## src/rtl/clk_div_ratio_ctrl.sv

```systemverilog
// Run-time ratio controller for the half-integer clock divider.
// Two requesters are arbitrated round-robin. Each request is range-checked.
// An accepted ratio is applied glitch-free: wait for the divider's period end,
// gate the divider, load the new code, wait again, then re-enable.
`timescale 1ns/1ps
module clk_div_ratio_ctrl #(
  parameter int unsigned RATIO_W    = 5,
  parameter int unsigned MIN_X2     = 3,
  parameter int unsigned MAX_X2     = 31,
  parameter int unsigned DEFAULT_X2 = 7,
  parameter int unsigned GAP_CYCLES = 2,
  parameter int unsigned TIMEOUT    = 62
) (
  input  logic               clk,
  input  logic               rstn,
  input  logic [1:0]         req_valid,
  input  logic [RATIO_W-1:0] req_ratio0,
  input  logic [RATIO_W-1:0] req_ratio1,
  output logic [1:0]         req_ready,
  output logic               resp_valid,
  output logic               resp_id,
  output logic [1:0]         resp_err,
  input  logic               div_period_end,
  output logic               div_en,
  output logic [RATIO_W-1:0] div_ratio_x2,
  output logic               busy
);

  localparam int unsigned TO_W  = $clog2(TIMEOUT + 1);
  localparam int unsigned GAP_W = $clog2(GAP_CYCLES + 1);

  localparam logic [1:0] ERR_OK    = 2'b00;
  localparam logic [1:0] ERR_RANGE = 2'b01;
  localparam logic [1:0] ERR_TMO   = 2'b10;

  typedef enum logic [2:0] {
    S_IDLE, S_WAIT_END, S_GATE, S_LOAD, S_RESUME, S_RESP
  } state_t;

  state_t             state_q, state_d;
  logic               last_grant_q, last_grant_d;
  logic [RATIO_W-1:0] new_ratio_q, new_ratio_d;
  logic               new_id_q, new_id_d;
  logic [1:0]         cap_err_q, cap_err_d;
  logic [TO_W-1:0]    to_cnt_q, to_cnt_d;
  logic [GAP_W-1:0]   gap_cnt_q, gap_cnt_d;
  logic               div_en_q, div_en_d;
  logic [RATIO_W-1:0] div_ratio_q, div_ratio_d;
  logic               resp_valid_q, resp_valid_d;
  logic               resp_id_q, resp_id_d;
  logic [1:0]         resp_err_q, resp_err_d;
  logic               busy_q, busy_d;

  logic [1:0]         grant;
  logic               xfer;
  logic               xfer_id;
  logic [RATIO_W-1:0] xfer_code;
  logic               out_of_range;

  // Round-robin grant: only offered in IDLE; on contention the requester not served last wins.
  always_comb begin
    grant = 2'b00;
    if (state_q == S_IDLE) begin
      unique case (req_valid)
        2'b01:   grant = 2'b01;
        2'b10:   grant = 2'b10;
        2'b11:   grant = last_grant_q ? 2'b01 : 2'b10;
        default: grant = 2'b00;
      endcase
    end
  end

  assign req_ready    = grant;
  assign xfer         = |(req_valid & grant);
  assign xfer_id      = grant[1];
  assign xfer_code    = grant[1] ? req_ratio1 : req_ratio0;
  assign out_of_range = (32'(xfer_code) < MIN_X2) || (32'(xfer_code) > MAX_X2);

  // Next-state and registered-output logic for the ratio-change sequence.
  always_comb begin
    state_d      = state_q;
    last_grant_d = last_grant_q;
    new_ratio_d  = new_ratio_q;
    new_id_d     = new_id_q;
    cap_err_d    = cap_err_q;
    to_cnt_d     = to_cnt_q;
    gap_cnt_d    = gap_cnt_q;
    div_en_d     = div_en_q;
    div_ratio_d  = div_ratio_q;
    resp_valid_d = 1'b0;
    resp_id_d    = resp_id_q;
    resp_err_d   = resp_err_q;

    unique case (state_q)
      S_IDLE: begin
        if (xfer) begin
          last_grant_d = xfer_id;
          new_id_d     = xfer_id;
          new_ratio_d  = xfer_code;
          if (out_of_range || (xfer_code == div_ratio_q)) begin
            // Rejected or no-op: answer next cycle without touching the divider.
            state_d      = S_RESP;
            resp_valid_d = 1'b1;
            resp_id_d    = xfer_id;
            resp_err_d   = out_of_range ? ERR_RANGE : ERR_OK;
          end else begin
            state_d   = S_WAIT_END;
            to_cnt_d  = '0;
            cap_err_d = ERR_OK;
          end
        end
      end
      S_WAIT_END: begin
        if (div_period_end || (to_cnt_q == TO_W'(TIMEOUT - 1))) begin
          if (!div_period_end) cap_err_d = ERR_TMO;
          div_en_d = 1'b0;
          // LOAD is the last gated cycle before the new code appears.
          if (GAP_CYCLES > 1) begin
            state_d   = S_GATE;
            gap_cnt_d = GAP_W'(GAP_CYCLES - 2);
          end else begin
            state_d = S_LOAD;
          end
        end else begin
          to_cnt_d = to_cnt_q + 1'b1;
        end
      end
      S_GATE: begin
        if (gap_cnt_q == '0) state_d = S_LOAD;
        else                 gap_cnt_d = gap_cnt_q - 1'b1;
      end
      S_LOAD: begin
        div_ratio_d = new_ratio_q;
        state_d     = S_RESUME;
        gap_cnt_d   = GAP_W'(GAP_CYCLES - 1);
      end
      S_RESUME: begin
        if (gap_cnt_q == '0) begin
          div_en_d     = 1'b1;
          state_d      = S_RESP;
          resp_valid_d = 1'b1;
          resp_id_d    = new_id_q;
          resp_err_d   = cap_err_q;
        end else begin
          gap_cnt_d = gap_cnt_q - 1'b1;
        end
      end
      S_RESP: begin
        state_d = S_IDLE;
      end
      default: begin
        state_d = S_IDLE;
      end
    endcase

    busy_d = (state_d != S_IDLE);
  end

  // State and output registers; reset drops any in-flight request silently.
  always_ff @(posedge clk or negedge rstn) begin
    if (!rstn) begin
      state_q      <= S_IDLE;
      last_grant_q <= 1'b1;
      new_ratio_q  <= RATIO_W'(DEFAULT_X2);
      new_id_q     <= 1'b0;
      cap_err_q    <= ERR_OK;
      to_cnt_q     <= '0;
      gap_cnt_q    <= '0;
      div_en_q     <= 1'b1;
      div_ratio_q  <= RATIO_W'(DEFAULT_X2);
      resp_valid_q <= 1'b0;
      resp_id_q    <= 1'b0;
      resp_err_q   <= ERR_OK;
      busy_q       <= 1'b0;
    end else begin
      state_q      <= state_d;
      last_grant_q <= last_grant_d;
      new_ratio_q  <= new_ratio_d;
      new_id_q     <= new_id_d;
      cap_err_q    <= cap_err_d;
      to_cnt_q     <= to_cnt_d;
      gap_cnt_q    <= gap_cnt_d;
      div_en_q     <= div_en_d;
      div_ratio_q  <= div_ratio_d;
      resp_valid_q <= resp_valid_d;
      resp_id_q    <= resp_id_d;
      resp_err_q   <= resp_err_d;
      busy_q       <= busy_d;
    end
  end

  assign div_en       = div_en_q;
  assign div_ratio_x2 = div_ratio_q;
  assign resp_valid   = resp_valid_q;
  assign resp_id      = resp_id_q;
  assign resp_err     = resp_err_q;
  assign busy         = busy_q;

endmodule

```

## config.mk

```make
export PLATFORM = sky130hd
export DESIGN_NAME = clk_div_ratio_ctrl
export DESIGN_NICKNAME = d
export VERILOG_FILES = /design/src/rtl/clk_div_ratio_ctrl.sv
export SDC_FILE = /design/constraint.sdc
export NUM_CORES = 1
export LEC_CHECK = 0
export BUFFER_PORTS_ARGS = -buffer_cell sky130_fd_sc_hd__buf_2
export CORE_MARGIN = 2
export CORE_UTILIZATION = 38
export DETAILED_ROUTE_END_ITERATION = 10
export PLACE_DENSITY = 0.67
export SLEW_MARGIN = 20
export SYNTH_ARGS = -nofsm -noshare
export SYNTH_HDL_FRONTEND = slang
export SYNTH_SLANG_ARGS = --single-unit
```

## constraint.sdc

```tcl
create_clock -name clk -period 5.21 [get_ports clk]
set_clock_uncertainty 0.15 [all_clocks]
set_input_delay 0.7815 -clock clk [delete_from_list [all_inputs] [get_ports clk]]
set_output_delay 0.7815 -clock clk [all_outputs]
set_load 0.02 [all_outputs]
```

==> metrics.md <==
| Metric | Value |
|---|---|
| Vias per Instance | `5.46` |
| Dpl ws | `2.32 ns` |
| RSZ-0062 raised after global routing | `no` |
| Multi-input logic area | `898 sq um` |
| CTS buffer count | `5` |
| Clk sinks | `30` |
| Max IR drop VDD | `0.276 mV` |
| Post-synth top flop | `dfrtp_1` |
| Flop and latch count out of synthesis | `30` |
| Crit path max fanout | `15` |
| Fin crit period | `2.93 ns` |
| Pins Over Slew Limit | `0` |
| 1st-iter DRT viols | `62` |
| Fin. Hold Viols | `0` |
| Crit share post-route | `0.563` |
| Die ar. | `5040 sq um` |
| Max Buffers Root-to-Sink | `2` |
| Number of global-route vias before repair | `1346` |
| Crit end category | `register` |
| Dpl hpwl | `2.65 mm` |
| Pleak | `0.950 nW` |
| Most frequent cells in the layout | `27 x nand2_1, 27 x buf_2, 22 x dfrtp_1` |
| Final GP Congestion | `0.855` |
| Layout Area Growth over Synthesis | `19.1%` |
| Setup WS post-layout | `2.28 ns` |
| Power per Cell Area | `618 nW/um^2` |
| Post-route setup TNS | `0 ns` |
| First-pass GRT wire length | `6.06 mm` |
| Data arrival, critical path | `2.95 ns` |
| Fmax | `0.341 GHz` |
| Worst EP required | `5.23 ns` |
| Syn Inst Count | `187` |
| Class of the worst hold path | `reg -> reg` |
| Hold Path Sink | `new_ratio_q[2]$_DFFE_PN1P_` |
| Crit Reg-Reg Endpoint | `resp_id$_DFFE_PN0P_` |
| Residual antenna-violating net count after detailed routing | `0` |
| Total power | `1.26 mW` |
| CP Launch Type | `register` |
| FF-to-FF path depth | `6` |
| Final setup vio count | `0` |
| Final wirelength | `3.65 mm` |
| Number of synthesized flops with an enable pin | `0` |
| Vias | `1468` |
| Insertion delay to the later sink of the worst-skew pair | `0.29 ns` |
| Hold path startpoint | `new_ratio_q[2]$_DFFE_PN1P_` |
| PortBufs | `27` |
| Wire per inst | `13.6 um` |
| CTS tree | `yes` |
| Drt pass-1 iters | `6` |
| Register area | `761 sq um` |
| Post-Synthesis Cell Area | `1710 sq um` |
| Worst slew pin tran | `0.643 ns` |
| Die W | `71.0 um` |
| R2r setup slk | `2.28 ns` |
| Fillers | `412` |
| Row count | `24` |
| Outcome | `finished, final reports clean` |
| Setup crit start | `state_q[2]$_DFF_PN0_` |
| Seq/Total Area, Yosys | `0.446` |
| Initial Util | `0.392` |
| Hold path depth | `2` |
| N_diodes | `0` |
| Reg2reg start | `state_q[2]$_DFF_PN0_` |
| GRT Overall Usage | `0.153` |
| Setup CP Type | `reg -> reg` |
| Core footprint | `4350 sq um` |
| Grt ovf | `0` |
| Syn Nets | `205` |
| Layout cell share with drive strength beyond 1 | `0.267` |
| Share of synthesized registers carrying an async set or reset | `1.00` |
| Layout Nets | `234` |
| Io pins | `28` |
| Initial antenna violation count | `0` |
| CTS Hold Bufs | `0` |
| Root buffer cell | `clkbuf_8` |
| Clk pin slew, worst setup/hold paths | `0.07 ns` |
| Postcts setup bufs | `0` |
| Distinct cells, synth | `40` |
| Slew margin rel. | `0.569` |
| Mapped Avg Cell Area | `9.13 sq um` |
| Post_cts resized | `0` |
| Die height | `71.0 um` |
| Synth warn | `0` |
| Largest net degree at the start of global routing | `31` |
| CTS HTree Levels | `2` |
| # DRC | `0` |
| Max cap viols | `0` |
-- routing by layer --
metal	global-route usage	vias to the layer above	wire length, um
li1	-	727	-
met1	0.207	713	1750
met2	0.231	20	1670
met3	0.0356	8	138
met4	0.0776	0	85
met5	0	-	0
-- cell usage after synthesis, types with 5 or more instances --
cell type | n | area, sq um
dfrtp_1 | 22 | 551
nor2_1 | 19 | 71.3
mux2_2 | 5 | 56.3
nor2b_1 | 6 | 37.5
nand2_1 | 27 | 101
and3_1 | 6 | 37.5
inv_1 | 6 | 22.5
o21ai_0 | 16 | 80.1
nand3_1 | 6 | 30.0
a21oi_1 | 7 | 35.0
dfstp_2 | 8 | 210
-- per-stage QoR --
step / hold slack (ns) / cells / utilization / instance area, sq um
CTS: 0.312 / 269 / 0.467 / 2030
floorplan: 0.288 / 187 / - / 1710
finish: 0.308 / 269 / 0.467 / 2030
global placement: 0.300 / 261 / 0.434 / 1890
detailed placement: 0.303 / 261 / 0.434 / 1890
global route: 0.331 / 269 / 0.467 / 2030
-- layout make-up --
type                            count  area share
Inverter                            6      0.0111
Clock inverter                      2      0.0296
Clock buffer                        6      0.0406
Tap cell                           52      0.0320
Multi-Input combinational cell    145       0.442
Sequential cell                    30       0.374
Timing Repair Buffer               28      0.0702
-- flip-flops by register name (all words and copies together) (netlist names) --
name,flops
cap_err_q,1
last_grant_q,1
resp_valid,1
state_q,3
gap_cnt_q,2
new_ratio_q,5
resp_err,2
div_en,1
div_ratio_x2,5
resp_id,1
new_id_q,1
to_cnt_q,6
busy,1
-- critical path, cell delays in order (launching register included) --
cell and delay [ns]:
dfrtp_1 0.52, nor3_2 0.61, a21boi_0 0.24, or3_1 0.40, a2111oi_4 0.48, a21boi_2 0.14
o221a_1 0.27
-- kinds of logic after synthesis --
group | count (synthesis) | synth area share
simple gates | 82 | 0.229
compound gates | 48 | 0.204
flops | 30 | 0.446
buf+inv | 12 | 0.0279
mux | 8 | 0.0506
xor+xnor | 4 | 0.0205
fa+ha+maj | 3 | 0.0220
-- where the power goes --
| group | internal [mW] | switching [mW] |
|---|---|---|
| Combinational | 0.206 | 0.309 |
| Sequential | 0.345 | 0.101 |
| Clock | 0.204 | 0.0905 |
| Total | 0.755 | 0.501 |
-- worst max-delay path by stage --
stage | to | slack, ns | depth (start not counted)
global route | resp_id$_DFFE_PN0P_ | 2.08 | 6
CTS | req_ready[1] | 2.29 | 4
global placement | resp_id$_DFFE_PN0P_ | 2.36 | 7
floorplan | resp_id$_DFFE_PN0P_ | 2.61 | 6
finish | resp_id$_DFFE_PN0P_ | 2.28 | 6
detailed placement | resp_id$_DFFE_PN0P_ | 2.32 | 7
Power figures use the tool's default switching activity.
